[src/rtl/muldiv_ctrl_pkg.sv]
// Shared funct codes and small helpers for the multiply/divide controller.
package muldiv_ctrl_pkg;

  typedef logic [5:0] funct_t;

  localparam funct_t FUNCT_MFHI  = 6'h10;
  localparam funct_t FUNCT_MTHI  = 6'h11;
  localparam funct_t FUNCT_MFLO  = 6'h12;
  localparam funct_t FUNCT_MTLO  = 6'h13;
  localparam funct_t FUNCT_MULT  = 6'h18;
  localparam funct_t FUNCT_MULTU = 6'h19;
  localparam funct_t FUNCT_DIV   = 6'h1a;
  localparam funct_t FUNCT_DIVU  = 6'h1b;

  // True for the four iterative operations.
  function automatic logic is_muldiv(funct_t f);
    return (f == FUNCT_MULT) || (f == FUNCT_MULTU) ||
           (f == FUNCT_DIV)  || (f == FUNCT_DIVU);
  endfunction

  // Magnitude of v when neg is set (two's complement), else v unchanged.
  function automatic logic [31:0] mag32(logic [31:0] v, logic neg);
    return neg ? (~v + 32'd1) : v;
  endfunction

endpackage

[src/rtl/muldiv_iter.sv]
// One-bit-per-cycle iterative datapath: shift-add multiply and restoring
// divide share one 64-bit accumulator. o_next is the post-step value so the
// controller can commit the final step on the same edge it is taken.
module muldiv_iter
  import muldiv_ctrl_pkg::*;
(
  input  logic        clk,
  input  logic        rst,
  input  logic        i_load,
  input  logic        i_step,
  input  logic        i_div,
  input  logic [31:0] i_a,
  input  logic [31:0] i_b,
  output logic [63:0] o_next
);

  logic [63:0] r_acc;
  logic [31:0] r_b;
  logic [32:0] w_sum;
  logic [32:0] w_trial;
  logic [32:0] w_diff;
  logic [63:0] w_next;

  // Single step: multiply adds b into the upper half when the current
  // multiplier LSB is set, then shifts right; divide shifts the partial
  // remainder left and keeps the trial subtraction when it does not borrow.
  always_comb begin
    w_sum   = {1'b0, r_acc[63:32]} + (r_acc[0] ? {1'b0, r_b} : 33'd0);
    w_trial = r_acc[63:31];
    w_diff  = w_trial - {1'b0, r_b};
    if (i_div)
      w_next = w_diff[32] ? {w_trial[31:0], r_acc[30:0], 1'b0}
                          : {w_diff[31:0],  r_acc[30:0], 1'b1};
    else
      w_next = {w_sum, r_acc[31:1]};
  end

  // Accumulator: load {0, a} at start, advance one step per iteration cycle.
  always_ff @(posedge clk or posedge rst) begin
    if (rst) begin
      r_acc <= '0;
      r_b   <= '0;
    end else if (i_load) begin
      r_acc <= {32'd0, i_a};
      r_b   <= i_b;
    end else if (i_step) begin
      r_acc <= w_next;
    end
  end

  assign o_next = w_next;

endmodule

[src/rtl/muldiv_ctrl.sv]
// EX-stage multiply/divide controller: owns HI/LO, sequences 32-step
// MULT/MULTU/DIV/DIVU, stalls the pipe while iterating, services MTHI/MTLO.
module muldiv_ctrl
  import muldiv_ctrl_pkg::*;
(
  input  logic        clk,
  input  logic        rst,
  input  logic        en,
  input  logic        flush,
  input  logic [5:0]  funct,
  input  logic [31:0] operand_a,
  input  logic [31:0] operand_b,
  output logic        stall_req,
  output logic [31:0] hi,
  output logic [31:0] lo,
  output logic        busy
);

  localparam logic [1:0] S_IDLE = 2'd0;
  localparam logic [1:0] S_MUL  = 2'd1;
  localparam logic [1:0] S_DIV  = 2'd2;
  localparam logic [1:0] S_DONE = 2'd3;

  logic [1:0]  r_state, w_next_state;
  logic [4:0]  r_count;
  logic        r_sa, r_sb;
  logic [31:0] r_hi, r_lo;

  logic        w_start, w_is_div, w_signed, w_div0, w_sa, w_sb;
  logic        w_iter, w_last, w_commit, w_idle_wr;
  logic [63:0] w_res, w_prod;
  logic [31:0] w_quo, w_rem;

  assign w_is_div  = funct[1];
  assign w_signed  = ~funct[0];
  assign w_div0    = w_is_div & (operand_b == 32'd0);
  assign w_sa      = w_signed & operand_a[31];
  assign w_sb      = w_signed & operand_b[31];
  assign w_start   = en & ~flush & (r_state == S_IDLE) & is_muldiv(funct);
  assign w_idle_wr = en & ~flush & (r_state == S_IDLE);
  assign w_iter    = (r_state == S_MUL) | (r_state == S_DIV);
  assign w_last    = w_iter & (r_count == 5'd31);
  assign w_commit  = w_last & ~flush;

  // Sign fix-up on the final-step value; a wrapped negation is the result.
  assign w_prod = (r_sa ^ r_sb) ? (~w_res + 64'd1) : w_res;
  assign w_quo  = (r_sa ^ r_sb) ? (~w_res[31:0] + 32'd1) : w_res[31:0];
  assign w_rem  = r_sa ? (~w_res[63:32] + 32'd1) : w_res[63:32];

  muldiv_iter u_iter (
    .clk    (clk),
    .rst    (rst),
    .i_load (w_start & ~w_div0),
    .i_step (w_iter & ~flush),
    .i_div  (r_state == S_DIV),
    .i_a    (mag32(operand_a, w_sa)),
    .i_b    (mag32(operand_b, w_sb)),
    .o_next (w_res)
  );

  // State register.
  always_ff @(posedge clk or posedge rst) begin
    if (rst) r_state <= S_IDLE;
    else     r_state <= w_next_state;
  end

  // Next state: flush wins from anywhere; DONE always falls back to IDLE.
  always_comb begin
    w_next_state = r_state;
    if (flush) begin
      w_next_state = S_IDLE;
    end else begin
      case (r_state)
        S_IDLE:  if (w_start)
                   w_next_state = w_div0 ? S_DONE : (w_is_div ? S_DIV : S_MUL);
        S_MUL,
        S_DIV:   if (w_last) w_next_state = S_DONE;
        default: w_next_state = S_IDLE;
      endcase
    end
  end

  // Outputs: stall covers the start cycle and every iteration cycle.
  always_comb begin
    stall_req = ~rst & (w_start | w_iter);
    busy      = (r_state != S_IDLE);
  end

  // Operation context: sign flags and step counter.
  always_ff @(posedge clk or posedge rst) begin
    if (rst) begin
      r_sa    <= 1'b0;
      r_sb    <= 1'b0;
      r_count <= '0;
    end else if (w_start) begin
      r_sa    <= w_sa;
      r_sb    <= w_sb;
      r_count <= '0;
    end else if (w_iter) begin
      r_count <= r_count + 5'd1;
    end
  end

  // HI/LO: divide-by-zero result, final commit, or MTHI/MTLO.
  always_ff @(posedge clk or posedge rst) begin
    if (rst) begin
      r_hi <= '0;
      r_lo <= '0;
    end else if (w_start && w_div0) begin
      r_hi <= operand_a;
      r_lo <= 32'hFFFF_FFFF;
    end else if (w_commit) begin
      if (r_state == S_MUL) begin
        r_hi <= w_prod[63:32];
        r_lo <= w_prod[31:0];
      end else begin
        r_hi <= w_rem;
        r_lo <= w_quo;
      end
    end else if (w_idle_wr) begin
      if (funct == FUNCT_MTHI) r_hi <= operand_a;
      if (funct == FUNCT_MTLO) r_lo <= operand_a;
    end
  end

  assign hi = r_hi;
  assign lo = r_lo;

endmodule

[config.mk]
export PLATFORM = sky130hd
export DESIGN_NAME = muldiv_ctrl
export DESIGN_NICKNAME = d
export VERILOG_FILES = /design/src/rtl/muldiv_ctrl_pkg.sv /design/src/rtl/muldiv_iter.sv /design/src/rtl/muldiv_ctrl.sv
export SDC_FILE = /design/constraint.sdc
export NUM_CORES = 1
export LEC_CHECK = 0
export ABC_AREA = 1
export CAP_MARGIN = 20
export CORE_ASPECT_RATIO = 0.8
export CORE_MARGIN = 10
export CORE_UTILIZATION = 35
export CTS_BUF_LIST = sky130_fd_sc_hd__clkbuf_16
export DETAILED_ROUTE_END_ITERATION = 7
export PLACE_DENSITY = 0.55
export SETUP_SLACK_MARGIN = 0.4
export SYNTH_ARGS = -nofsm -noshare
export SYNTH_HDL_FRONTEND = slang
export SYNTH_SLANG_ARGS = --single-unit
[constraint.sdc]
create_clock -name clk -period 9.9 [get_ports clk]
set_input_delay 1.98 -clock clk [delete_from_list [all_inputs] [get_ports clk]]
set_output_delay 1.98 -clock clk [all_outputs]
set_load 0.05 [all_outputs]
==> results.md <==
- Count of distinct cell types in the synthesized netlist: 52
- Via density: 5.378
- Synth top area share: 25.34%
- Max IR drop VDD: 0.1926 mV
- Average routed wire per standard cell: 19.86 microns
- Critical Setup Path Class: in2out
- Setup slack after placement: 3.741 ns
- Maximum number of pins on one net before global-route repair: 69
- Total power consumption of the routed design: 6.828 mW
- Synth area leaders: sky130_fd_sc_hd__dfrtp_1 25%, sky130_fd_sc_hd__nand2_1 17%, sky130_fd_sc_hd__inv_1 8.5%
- Global-route wire length before repair: 104600 microns
- Simple logic cell fraction of the synthesized area: 37.67%
- Placement row count: 71
- Synthesized area per cell: 6.182 sq um
- Slew Limit Headroom: 29.64%
- CTS Buf Count: 17
- Number of H-tree levels: 4
- Slew at the pin closest to its max-slew limit: 1.055 ns
- Detailed-route wire length: 68100 microns
- Worst setup margin: 3.725 ns
- Root cell of the clock tree: sky130_fd_sc_hd__clkbuf_16
- Number of DRC violations after detailed routing: 0
- Power density over cell area: 354.4 nW/um^2
- Initial detailed-routing violation count: 2254
- Final net count: 2947
- RSZ-0062 raised after global routing: false
- Routability congestion estimate from global placement: 1.046
- Ratio of cells with drive above 1 in the final layout: 5.836%
- Xor and xnor area share after synthesis: 3.673%
- Count of final max-slew check failures: 0
- Final core utilization: 40.92%
- Synth Register Bits: 169
- EDFF count, synth: 0
- Synthesized-area fraction occupied by ao, oa, aoi and oai cells: 16.21%
- Die ar.: 56880 sq um
- TritonCTS clock tree: done
- Reported max-cap violation count: 0
- Hold Path Class: reg2reg
- Final setup TNS: 0 ns
- Diodes inserted: 0
- Clock insertion delay at the later pin of the skew report: 0.48 ns
- Routed vias: 18450
- 1st-pass router iterations: 6
- Starting density of the core: 35.45%
- Number of setup buffers added after CTS: 0
- Vias in the first global route: 17300
- Adder-cell share of the synthesized area: 5.787%
- Top-count cell post-synth: sky130_fd_sc_hd__nand2_1
- Result of the run: complete, no violations
- Commonest cells in the netlist: 744 x sky130_fd_sc_hd__nand2_1, 378 x sky130_fd_sc_hd__inv_1, 297 x sky130_fd_sc_hd__nor2_1
- Dominant combinational cell family by area after synthesis: simple AND/OR/NAND/NOR gates
- Std-Cell Core Area: 47080 sq um
- Post-detailed-placement half-perimeter wirelength: 54330 microns
- Worst clock skew: 0.02085 ns
- Data arrival time of the critical path: 4.20 ns
- Min Clock Period, post-route: 6.175 ns
- Synthesized cell area: 16690 sq um
- Final ANT Viol Nets: 0
- Number of cells produced by synthesis: 2700
- Pleak: 9.452 nW
- Overall die height: 215.3 microns
- Overall routing resource usage: 23.27%
- Sequential area share after synthesis: 25.34%
- Number of endpoints with negative hold slack in the final report: 0
- Count of clock tree sinks: 169
- Global route overflow: 0
- Top_reg_cell synth: sky130_fd_sc_hd__dfrtp_1
- Post-CTS Resized: 0
- Max Freq: 0.1619 GHz
- Worst EP required: 7.92 ns
- Multiplexer area fraction after synthesis: 0%
- Post-synthesis net count: 2850
- Final worst path period share: 62.38%
- Die W: 264.2 microns
- Number of top-level pins: 140
- Worst setup EP type: output port
- Clock slew at reported path FFs: 0.07 ns
- Antenna violations before repair: 0
- FFs w/ async S/R, synth: 100.0%
- Critical-path maximum fanout: 10
- Warnings from Yosys: 0
- Category of the worst setup path launch point: input pin
- Final number of setup-violating endpoints: 0
- Port bufs: 139
- Worst hold margin: 0.4781 ns
- Cell type with the largest total area after synthesis: sky130_fd_sc_hd__dfrtp_1
- # hold bufs at CTS: 0
- Clock Path Buffers: 2
- Area overhead of the layout relative to synthesis: 15.42%
==> logic make-up after synthesis <==
kind of cell / after synthesis
compound gates: 465
buf+inv: 475
flops: 169
xor+xnor: 70
fa+ha+maj: 76
simple gates: 1445
==> power by group <==
part | leakage (nW) | internal, mW | switching [mW]
combinational | 7.03 | 1.45 | 3.34
clock | 0.303 | 0.418 | 0.319
sequential | 2.12 | 0.997 | 0.301
==> critical path, cell delays in order <==
cell and delay (ns):
sky130_fd_sc_hd__clkdlybuf4s50_1 0.44, sky130_fd_sc_hd__inv_1 0.09, sky130_fd_sc_hd__nand3_1 0.07, sky130_fd_sc_hd__inv_1 0.07
sky130_fd_sc_hd__nand3_1 0.29, sky130_fd_sc_hd__inv_1 0.26, sky130_fd_sc_hd__nor2_1 0.08, sky130_fd_sc_hd__nor2_1 0.09
sky130_fd_sc_hd__clkdlybuf4s50_1 0.81
==> layer usage <==
| metal | track usage [%] | up-vias | wire length, microns |
|---|---|---|---|
| met3 | 4.586 | 44 | 5348 |
| met1 | 34.76 | 8755 | 33840 |
| met5 | 0 | - | 0 |
| met2 | 33.66 | 661 | 27910 |
| met4 | 4.584 | 0 | 998 |
| li1 | - | 8986 | - |
==> area by class of cell <==
class,count,area (sq um)
Fill cell,5128,27820
Sequential cell,169,4229
Clock buffer,17,425.4
Clock inverter,15,181.4
Timing Repair Buffer,157,1579
Multi-Input combinational cell,2056,10580
Inverter,396,1491
Tap cell,620,775.7
==> worst paths after layout <==
check                            startpoint    endpoint  slack (ns)  depth (start not counted)
setup / recovery                      flush   stall_req        3.72                          9
hold / removal                   r_count[3]  r_count[3]        0.48                          1
setup reg to reg           u_iter.r_acc[31]      hi[18]        4.20                         30
hold reg to reg                  r_count[3]  r_count[3]        0.48                          1
max in group asynchronous               rst      lo[21]        6.67                          3
min in group asynchronous               rst  r_state[1]        1.92                          2
==> sequential cells by signal (all words and copies together), names as in the netlist <==
name / cells
hi: 32
u_iter.r_acc: 64
r_state: 2
r_count: 5
lo: 32
u_iter.r_b: 32
r_sa: 1
r_sb: 1
==> stage by stage <==
stage                     instance area [sq um]  instances
after floorplan                           16690       2700
after global placement                    18580       3395
after detailed placement                  18630       3397
after CTS                                 19240       3429
after global routing                      19270       3430
final                                     19270       3430
==> layout by cell type (no fill, tap or decap), types with 10 or more instances in the layout <==
cell type and instances:
sky130_fd_sc_hd__dfrtp_1 169, sky130_fd_sc_hd__o22ai_1 20, sky130_fd_sc_hd__o21ai_0 166, sky130_fd_sc_hd__xor2_1 53, sky130_fd_sc_hd__inv_1 378, sky130_fd_sc_hd__nand2_2 32, sky130_fd_sc_hd__clkdlybuf4s50_1 139, sky130_fd_sc_hd__nor4_1 10
sky130_fd_sc_hd__nor3_1 27, sky130_fd_sc_hd__clkbuf_16 17, sky130_fd_sc_hd__ha_1 73, sky130_fd_sc_hd__or2_2 20, sky130_fd_sc_hd__nor2_1 295, sky130_fd_sc_hd__nand3_1 225, sky130_fd_sc_hd__a31oi_1 42, sky130_fd_sc_hd__nand4_1 33
sky130_fd_sc_hd__o211ai_1 17, sky130_fd_sc_hd__nand2_1 743, sky130_fd_sc_hd__nand3b_1 22, sky130_fd_sc_hd__o221ai_1 27, sky130_fd_sc_hd__buf_4 15, sky130_fd_sc_hd__a21oi_1 142, sky130_fd_sc_hd__xnor2_1 17, sky130_fd_sc_hd__o21bai_1 15
sky130_fd_sc_hd__inv_2 14, sky130_fd_sc_hd__nor2_2 13
No activity file was read; power rests on OpenSTA's default activity.
==> variant (same settings) <==
The package constant `FUNCT_DIVU` goes from 6'h1b to 6'h10.
--- a/src/rtl/muldiv_ctrl_pkg.sv
+++ b/src/rtl/muldiv_ctrl_pkg.sv
@@ -10,7 +10,7 @@
   localparam funct_t FUNCT_MULT  = 6'h18;
   localparam funct_t FUNCT_MULTU = 6'h19;
   localparam funct_t FUNCT_DIV   = 6'h1a;
-  localparam funct_t FUNCT_DIVU  = 6'h1b;
+  localparam funct_t FUNCT_DIVU  = 6'h10;
 
   // True for the four iterative operations.
   function automatic logic is_muldiv(funct_t f);
Check against the original RTL: not equivalent (Yosys sat finds a counterexample within 4 cycles, from zero or initial values and one cycle with rst high).
==> variant against the unedited design <==
- synthesized area down 0.88%
- worst setup slack worse by 0.47 ns
- power rose by 2.9%
- design area is 0.90% lower
- sequential cell count is the same
- wire length rose by 11%
- critical path type unchanged
- highest routed layer is now met5
- count of clock-buffer cells in the layout stayed put
==> variant: results (changes against the unedited design) <==
[outcome]
status=completed  ; unchanged

[synth]
seq_area_frac_synth_pct=25.56  ; was 25.34%
postSynthNetCount=2834  ; was 2,850
synth_ff_type=sky130_fd_sc_hd__dfrtp_1  ; unchanged
synth_area_in_compound_gates_pct=17.64  ; was 16.21%
post_synth_xor_xnor_area_pct=3.600  ; was 3.673%
synth_commonest_cells=693 x sky130_fd_sc_hd__nand2_1, 371 x sky130_fd_sc_hd__inv_1, 320 x sky130_fd_sc_hd__nor2_1  ; was 744 x sky130_fd_sc_hd__nand2_1, 378 x sky130_fd_sc_hd__inv_1, 297 x sky130_fd_sc_hd__nor2_1
adder_and_majority_gate_portion_of_the_synthesized_area_pct=5.838  ; was 5.787%
synth.lib_cells_used.distinct=58  ; was 52
area_contributors_post_synth=sky130_fd_sc_hd__dfrtp_1 26%, sky130_fd_sc_hd__nand2_1 16%, sky130_fd_sc_hd__inv_1 8.4%  ; was sky130_fd_sc_hd__dfrtp_1 25%, sky130_fd_sc_hd__nand2_1 17%, sky130_fd_sc_hd__inv_1 8.5%
post_synth_inst_count=2684  ; was 2,700

[hold_path]
min_to=lo[2]$_DFFE_PP0P_  ; was r_count[3]$_DFFE_PP0N_
hold_path.startpoint=lo[2]$_DFFE_PP0P_  ; was r_count[3]$_DFFE_PP0N_
hold-path-cell-count=2  ; was 1

[timing]
finClkSkew_ns=0.01269  ; was 0.02085 ns
period_utilization_post_route_pct=67.10  ; was 62.38%
max-slew-margin-rel_pct=36.61  ; was 29.64%
fin_worst_hold_slack_ns=0.4852  ; was 0.4781 ns

[setup_path]
worstReg2RegStart=u_iter.r_acc[31]$_DFFE_PP0P_  ; unchanged
timing.critical_path.arrival_ns=4.66  ; was 4.20 ns
cp-startpoint=funct[0]  ; was flush
worst_r2r_endpoint=hi[26]$_DFFE_PP0P_  ; was hi[18]$_DFFE_PP0P_
worst_r2r_path_depth=32  ; was 30
worst-r2r-setup-slack_ns=4.41  ; was 4.20 ns
critical-path-max-stage-delay_ns=0.81  ; about the same
path_max_fanout=8  ; was 10

[detailed_routing]
drt_iter0_markers=2249  ; was 2,254
wirelength_mm=75.43  ; was 68.10 mm
via_count=18790  ; was 18,450

[layout]
design.final.nets=2930  ; was 2,947
layout-drive-gt1-share_pct=5.872  ; was 5.836%
num-fill-cells=5060  ; was 5,128
largest_reg_flops=64  ; unchanged
instances_no_fill=3413  ; was 3,430

[grt]
grtUsageTotal_pct=25.94  ; was 23.27%
global_route_wire_length_before_repair_mm=113.3  ; was 104.6 mm
grt_pass1_vias=17320  ; was 17,300
antenna_found_initial=2  ; was 0
largest_net_degree_at_the_start_of_global_routing=103  ; was 69

[place]
dp_hpwl_mm=60.53  ; was 54.33 mm
place.gp.congestion=0.9546  ; was 1.046
preCtsSetupSlack_ns=3.255  ; was 3.741 ns
dpl-instance-area_mm2=0.01847  ; was 0.01863 mm^2
io_buffer_count=139  ; unchanged

[power]
leakagePower_uw=0.009355  ; was 0.009452 uW
power-per-cell-area_mw_per_mm2=368.1  ; was 354.4 mW/mm^2
worst_vdd_ir_v=0.0001561  ; was 0.0001926 V

[variant: metal layers]
| layer | global-route usage, % | part of all wire (%) |
|---|---|---|
| met4 | 5.070 | 1.5 |
| met5 | 0 | 0.034 |
| met3 | 5.199 | 9.0 |
| met2 | 35.90 | 40 |
| met1 | 40.06 | 50 |
[variant: cells by family after synthesis]
group / Yosys count
compound gates: 506
buf+inv: 471
xor+xnor: 68
flops: 169
fa+ha+maj: 76
simple gates: 1394
[variant: report_power, final]
group | switching, uW | internal [uW] | leakage [uW]
Clock | 346 | 377 | 0.000287
Combinational | 3540 | 1440 | 0.00700
Sequential | 316 | 1000 | 0.00207
[variant: cell type report]
type                    instances  share of cell area [%]
multi-input cells            2044                   54.90
flip-flops and latches        169                   22.15
repair buffers                156                   8.060
inverters                     392                   7.733
well taps                     620                   4.063
clock buffers                  17                   2.228
clock inverters                15                  0.8716
